**src/rtl/alu_operand_stage.sv**
```systemverilog
// Issue stage ahead of the execute ALU: resolves operands, registers them, and holds a second entry in a skid buffer.
// Optional feature macro: ALU_OPERAND_FWD_EN compiles in the result-forwarding mux on rs1/rs2.
module alu_operand_stage (
    input  logic        I_clk,
    input  logic        I_rst_n,
    input  logic        I_flush,
    input  logic        I_valid,
    output logic        O_ready,
    input  logic [3:0]  I_alusel,
    input  logic [1:0]  I_sel1,
    input  logic        I_sel2,
    input  logic [4:0]  I_rs1_addr,
    input  logic [4:0]  I_rs2_addr,
    input  logic [31:0] I_rs1_data,
    input  logic [31:0] I_rs2_data,
    input  logic [31:0] I_pc,
    input  logic [31:0] I_imm,
    input  logic [4:0]  I_rd_addr,
    input  logic        I_fwd_valid,
    input  logic [4:0]  I_fwd_addr,
    input  logic [31:0] I_fwd_data,
    output logic        O_valid,
    input  logic        I_ready,
    output logic [3:0]  O_alusel,
    output logic [31:0] O_data1,
    output logic [31:0] O_data2,
    output logic [4:0]  O_rd_addr
);
    localparam int DATA_W = 32;

    localparam logic [3:0] ALU_ADD  = 4'h0;
    localparam logic [3:0] ALU_SUB  = 4'h1;
    localparam logic [3:0] ALU_SLL  = 4'h2;
    localparam logic [3:0] ALU_SLT  = 4'h3;
    localparam logic [3:0] ALU_SLTU = 4'h4;
    localparam logic [3:0] ALU_XOR  = 4'h5;
    localparam logic [3:0] ALU_SRL  = 4'h6;
    localparam logic [3:0] ALU_SRA  = 4'h7;
    localparam logic [3:0] ALU_OR   = 4'h8;
    localparam logic [3:0] ALU_AND  = 4'h9;

    typedef enum logic [1:0] {EMPTY, ONE, FULL} state_t;

    typedef struct packed {
        logic [3:0]        alusel;
        logic [DATA_W-1:0] data1;
        logic [DATA_W-1:0] data2;
        logic [4:0]        rd_addr;
    } entry_t;

    state_t state, state_nxt;
    entry_t in_p0;
    entry_t out_p1;
    entry_t skid_p1;

    logic              acc, xfer;
    logic              ld_out_in, ld_out_skid, ld_skid;
    logic [DATA_W-1:0] rs1_val_p0, rs2_val_p0;
    logic [DATA_W-1:0] op1_p0, op2_p0;

    // Shifters only consume the low five bits of the shift amount.
    function automatic logic [DATA_W-1:0] shamt_clip(input logic [3:0] op,
                                                     input logic [DATA_W-1:0] v);
        if (op == ALU_SLL || op == ALU_SRL || op == ALU_SRA)
            return {27'b0, v[4:0]};
        return v;
    endfunction

    // ---- stage p0: operand resolution on the incoming instruction ----
    always_comb begin
        rs1_val_p0 = (I_rs1_addr == 5'd0) ? '0 : I_rs1_data;
        rs2_val_p0 = (I_rs2_addr == 5'd0) ? '0 : I_rs2_data;
`ifdef ALU_OPERAND_FWD_EN
        if (I_fwd_valid && I_rs1_addr != 5'd0 && I_fwd_addr == I_rs1_addr)
            rs1_val_p0 = I_fwd_data;
        if (I_fwd_valid && I_rs2_addr != 5'd0 && I_fwd_addr == I_rs2_addr)
            rs2_val_p0 = I_fwd_data;
`endif
        case (I_sel1)
            2'd0:    op1_p0 = rs1_val_p0;
            2'd1:    op1_p0 = I_pc;
            default: op1_p0 = '0;
        endcase
        op2_p0 = I_sel2 ? I_imm : rs2_val_p0;

        in_p0.alusel  = I_alusel;
        in_p0.data1   = op1_p0;
        in_p0.data2   = shamt_clip(I_alusel, op2_p0);
        in_p0.rd_addr = I_rd_addr;
    end

`ifndef ALU_OPERAND_FWD_EN
    logic unused_fwd;
    assign unused_fwd = ^{I_fwd_valid, I_fwd_addr, I_fwd_data};
`endif

    assign O_valid = (state != EMPTY);
    assign O_ready = I_rst_n && (state != FULL);
    assign acc     = I_valid && O_ready;
    assign xfer    = O_valid && I_ready;

    always_comb begin
        state_nxt   = state;
        ld_out_in   = 1'b0;
        ld_out_skid = 1'b0;
        ld_skid     = 1'b0;
        case (state)
            EMPTY: begin
                if (acc) begin
                    state_nxt = ONE;
                    ld_out_in = 1'b1;
                end
            end
            ONE: begin
                if (acc && !xfer) begin
                    state_nxt = FULL;
                    ld_skid   = 1'b1;
                end else if (acc && xfer) begin
                    ld_out_in = 1'b1;
                end else if (xfer) begin
                    state_nxt = EMPTY;
                end
            end
            FULL: begin
                if (xfer) begin
                    state_nxt   = ONE;
                    ld_out_skid = 1'b1;
                end
            end
            default: state_nxt = EMPTY;
        endcase
        // Flush discards everything, including a same-cycle acceptance.
        if (I_flush) begin
            state_nxt   = EMPTY;
            ld_out_in   = 1'b0;
            ld_out_skid = 1'b0;
            ld_skid     = 1'b0;
        end
    end

    always_ff @(posedge I_clk) begin
        if (!I_rst_n)
            state <= EMPTY;
        else
            state <= state_nxt;
    end

    // ---- stage p1: output register and skid entry ----
    always_ff @(posedge I_clk) begin
        if (!I_rst_n) begin
            out_p1  <= '0;
            skid_p1 <= '0;
        end else begin
            if (ld_out_in)
                out_p1 <= in_p0;
            else if (ld_out_skid)
                out_p1 <= skid_p1;
            if (ld_skid)
                skid_p1 <= in_p0;
        end
    end

    assign O_alusel  = out_p1.alusel;
    assign O_data1   = out_p1.data1;
    assign O_data2   = out_p1.data2;
    assign O_rd_addr = out_p1.rd_addr;

endmodule
```
**config.mk**
```make
export PLATFORM = sky130hd
export DESIGN_NAME = alu_operand_stage
export DESIGN_NICKNAME = d
export VERILOG_FILES = /design/src/rtl/alu_operand_stage.sv
export SDC_FILE = /design/constraint.sdc
export NUM_CORES = 1
export LEC_CHECK = 0
export ABC_AREA = 1
export CAP_MARGIN = 20
export CORE_AREA = 2 2 132 134
export DETAILED_ROUTE_END_ITERATION = 8
export DIE_AREA = 0 0 134 136
export PLACE_DENSITY = 0.8
export RECOVER_POWER = 25
export SLEW_MARGIN = 40
export SYNTH_ARGS = -nofsm -noshare
export SYNTH_HDL_FRONTEND = slang
export SYNTH_SLANG_ARGS = --single-unit
```
**constraint.sdc**
```tcl
create_clock -name I_clk -period 1.8 [get_ports I_clk]
set_input_delay 0.36 -clock I_clk [delete_from_list [all_inputs] [get_ports I_clk]]
set_output_delay 0.36 -clock I_clk [all_outputs]
set_load 0.005 [all_outputs]
```
# Yosys cells after proc, flatten, opt, wreduce, memory -nomap -nowiden
# Index checks and enable logic that the tools add are counted.
# op_classes
eq_ne,11
muxes,26
n_bitwise,1
n_reduce_logical,16
# ops
cell,n
32-bit 2-to-1 mux,5
73-bit 2-to-1 mux,2
32-bit one-hot mux with 2 select lines,1
1-bit 2-to-1 mux,11
5-bit zero test,2
2-bit 2-to-1 mux,5
4-bit by 3-bit equality test with 1-bit output (second input constant),2
2-bit inequality test (second input constant),3
3-bit inequality test (second input constant),2
2-bit one-hot mux with 3 select lines,1
1-bit logical AND,5
2-bit by 1-bit equality test with 1-bit output (second input constant),2
4-bit by 2-bit equality test with 1-bit output (second input constant),1
2-bit zero test,2
4-bit AND reduction,1
2-bit nonzero test,2
2-bit equality test (second input constant),1
1-bit logical OR,2
1-bit one-hot mux with 2 select lines,1
2-bit OR reduction,1
1-bit zero test,1
1-bit NOT,1
# totals
regBits,148
inputBits,193
wordCells,63

# Longest topological paths before layout
# depth
ltp_word,9
ltp_mapped,9
mapped_depth_nobuf,8

# Worst setup path after synthesis
# OpenSTA, ideal clock, no wires.
# synth_timing
path_kind,input to register
startpoint,input I_ready
endpoint,register skid_p1[69] in the netlist's numbering
setup_time_ns,0.116
t_arrival_ns,1.248
t_required_ns,1.684
setup_slack_ns,0.436
cell_stages,7
n_path_buf,1
cell_sequence,inv_1 > nand2_1 > nor2_1 > nand2_1 > clkbuf_1 > o21ai_0 > nor2_1
# synth_via
elab_chain_cells,6
# synth_rtl
element,line_no,source
start: declaration,23,"input logic I_ready,"
1-bit logical AND,100,assign xfer = O_valid && I_ready;
1-bit zero test,115,if (acc && !xfer) begin
1-bit logical AND,115,
1-bit 2-to-1 mux,115,
1-bit 2-to-1 mux,107,case (state)
1-bit 2-to-1 mux,133,if (I_flush) begin
end signal: assignment,159,skid_p1 <= in_p0;
end: declaration,54,entry_t skid_p1;
# No other way between the ends.
# A chain may end at the register's enable or synchronous reset.

# Final worst setup path
# layout_timing
startpoint,register state[1]
endpoint,output O_ready
# layout_via
elab_chain_cells,2
# layout_rtl
element,line_no,source
start: declaration,51,"state_t state, state_nxt;"
start signal: assignment,145,state <= state_nxt;
2-bit inequality test,98,assign O_ready = I_rst_n && (state != FULL);
1-bit logical AND,98,
end: declaration,8,"output logic O_ready,"
# No other way between the ends.

==> impl_metrics.tcl <==
set metrics [dict create \
    status "finished clean" \
    syn2layout_area_growth_pct 44.9 \
    synth.most_common_cell "nand2_1" \
    ys_seq_area_frac 0.392 \
    path_max_fanout 4 \
    design.core.area_um2 16900 \
    p_leak_nw 5.27 \
    grt_pass1_vias 7515 \
    num_antenna_cells 0 \
    drive_gt1_frac 0.0528 \
    relSlewSlack 0.612 \
    holdBufCountCts 0 \
    synthSimpleGateAreaFrac 0.421 \
    p_per_area_nw_per_um2 798 \
    finalSetupViolations 0 \
    crit_arrival_ps 1320 \
    detail_route.wl_per_cell_um 13.0 \
    muxShareOfSynthArea 0 \
    worst-setup-path-type "reg -> out" \
    synth_cells 1269 \
    max_freq_ghz 0.595 \
    io_buffers 229 \
    yosys_warnings 0 \
    ys_types 20 \
    ant_nets 0 \
    cap_violations 0 \
    tritoncts "yes" \
    seqPwrFrac 0.392 \
    gr-usage-met2 0.429 \
    drv_slew 0 \
    ctsResizeCount 4 \
    clkPwrFrac 0.466 \
    die_x_um 134 \
    grt_remaining_overflow 0 \
    synth_common_cells "nand2_1 (429), nor2_1 (244), dfxtp_1 (148)" \
    async_reset_ff_frac 0 \
    grtUsageTotal 0.244 \
    die_area_um2 18200 \
    hold_ws_ps 230 \
    combPwrFrac 0.142 \
    setup_tns_ps 0 \
    synth_top_family_by_area "simple AND/OR/NAND/NOR gates" \
    dp_hpwl_um 14600 \
    met3_usage 0.0537 \
    synthXorXnorAreaFrac 0 \
    clkTransAtPathRegs_ps 50 \
    first_pass_iters 4 \
    cp_data_required_time_ps 1440 \
    synth_area_um2 7550 \
    crit_path_end_kind "primary output" \
    power.net_switching_w 0.00194 \
    post-cts-setup-buffers 0 \
    wirelength_um 22100 \
    drt_iter0_markers 619 \
    clkLatencyLatePin_ps 420 \
    grt.busiest_layer "met2" \
    rsz0062_at_grt "false" \
    synth_compound_area_frac 0.0855 \
    die-height_um 136 \
    cts_sinks 148 \
    hold_class "in -> reg" \
    start_kind "flop" \
    met1_usage 0.295 \
    htreeDepth 4 \
    synth_top_area_frac 0.392 \
    ir_drop_mv 0.681 \
    antenna_found_initial 1 \
    routed_via_density 4.83 \
    ys_seq_elements 148 \
    yosys.area.top_type "dfxtp_1" \
    root_buffer "clkbuf_16" \
    finalPower_w 0.00873 \
    fin_crit_ps 1680 \
    vias 8216 \
    finalCritPeriodShare 0.934 \
    gp_congestion 0.800 \
    fillerInstances 1538 \
    grt_first_pass_wirelength_um 36300 \
    ys.flop_type "dfxtp_1" \
    drcViolationCount 0 \
    fin_skew_ps 7.87 \
    cts_buffer_depth 2 \
    p_sw_frac 0.223 \
    rows 48 \
    grt_max_degree 147 \
    num_io_pins 268 \
    synth_fa_ha_area_frac 0 \
    internal-power_w 0.00678 \
    synth_fp_nets 1462 \
    worstMarginPinSlew_ps 581 \
    cts_buffers 17 \
    final_net_count 1658 \
    synth_edf_count 0 \
    hold_violations 0 \
    start_util 0.447 \
    syn_area_per_cell_um2 5.95 \
    yosys-top-cells-area "dfxtp_1 (39%), nand2_1 (21%), nor2_1 (12%)" \
]
-- worst max-delay path, cell delays in order (launching register included) --
cell and delay, ps:
dfxtp_1 350, inv_1 100, nor2_4 120, nor2_1 70, dlygate4sd2_1 260
-- layout by cell type (no fill, tap or decap), types with 17 or more instances in the layout --
| cell | Yosys | final |
|---|---|---|
| inv_1 | 102 | 102 |
| nand2_1 | 429 | 428 |
| nand3_1 | 118 | 118 |
| nor2_1 | 244 | 242 |
| clkbuf_16 | 0 | 17 |
| buf_12 | 0 | 17 |
| dfxtp_1 | 148 | 147 |
| a21oi_1 | 64 | 64 |
| o21ai_0 | 47 | 49 |
| clkdlybuf4s50_1 | 0 | 225 |
-- per-stage QoR --
stage,cell area (um2),setup WS (ps),cells,utilization
CTS,10900,110,1702,0.649
global route,10900,48.2,1702,0.648
floorplan,7550,436,1269,-
finish,10900,119,1702,0.648
detailed placement,10300,-203,1671,0.608
global placement,10300,-170,1671,0.608
-- path summary, 6_finish.rpt --
kind / start / endpoint / slack, ps / cells past startpoint
max reg2reg: state[1] / O_data2[28] / 250 / 8
min: I_rst_n / state[0] / 230 / 3
min reg2reg: skid_p1[3] / skid_p1[3] / 480 / 2
max: state[1] / O_ready / 120 / 4
-- sequential cells by signal, indices dropped and copies added (netlist names) --
name,flops
O_data1,32
O_rd_addr,5
state,2
O_alusel,4
O_data2,32
skid_p1,73
-- kinds of logic (layout without fill, tap and decap cells) --
family                 count (synthesis)  after routing
DFF                                  148            148
buffers and inverters                192            400
and+or+nand+nor                      800            800
AOI/OAI and AO/OA                    129            129
-- metal layers --
layer	share of wire	routed length, um
met4	0.020	441
met2	0.49	10800
met1	0.43	9580
met3	0.058	1290
met5	0.00059	13
-- area by class of cell --
class                      count  area, um2  share of cell area
tap                          225        282              0.0257
clock inverter                 9        198              0.0181
clock buffer                  22        484              0.0443
inverter                     105        394              0.0360
timing repair buffer         264       2760               0.252
sequential                   148       2960               0.271
multi-input combinational    929       3850               0.352
-- power groups by stage --
stage | registers (W) | logic, W | clock network (W)
5_1_grt | 0.00343 | 0.00138 | 0.00424
2_1_floorplan | 0.00349 | 0.000540 | 0
3_3_place_gp | 0.00349 | 0.00123 | 0
6_report | 0.00342 | 0.00124 | 0.00406
3_5_place_dp | 0.00349 | 0.00124 | 0
4_1_cts | 0.00342 | 0.00125 | 0.00412
(Power assumes the default switching activity.)
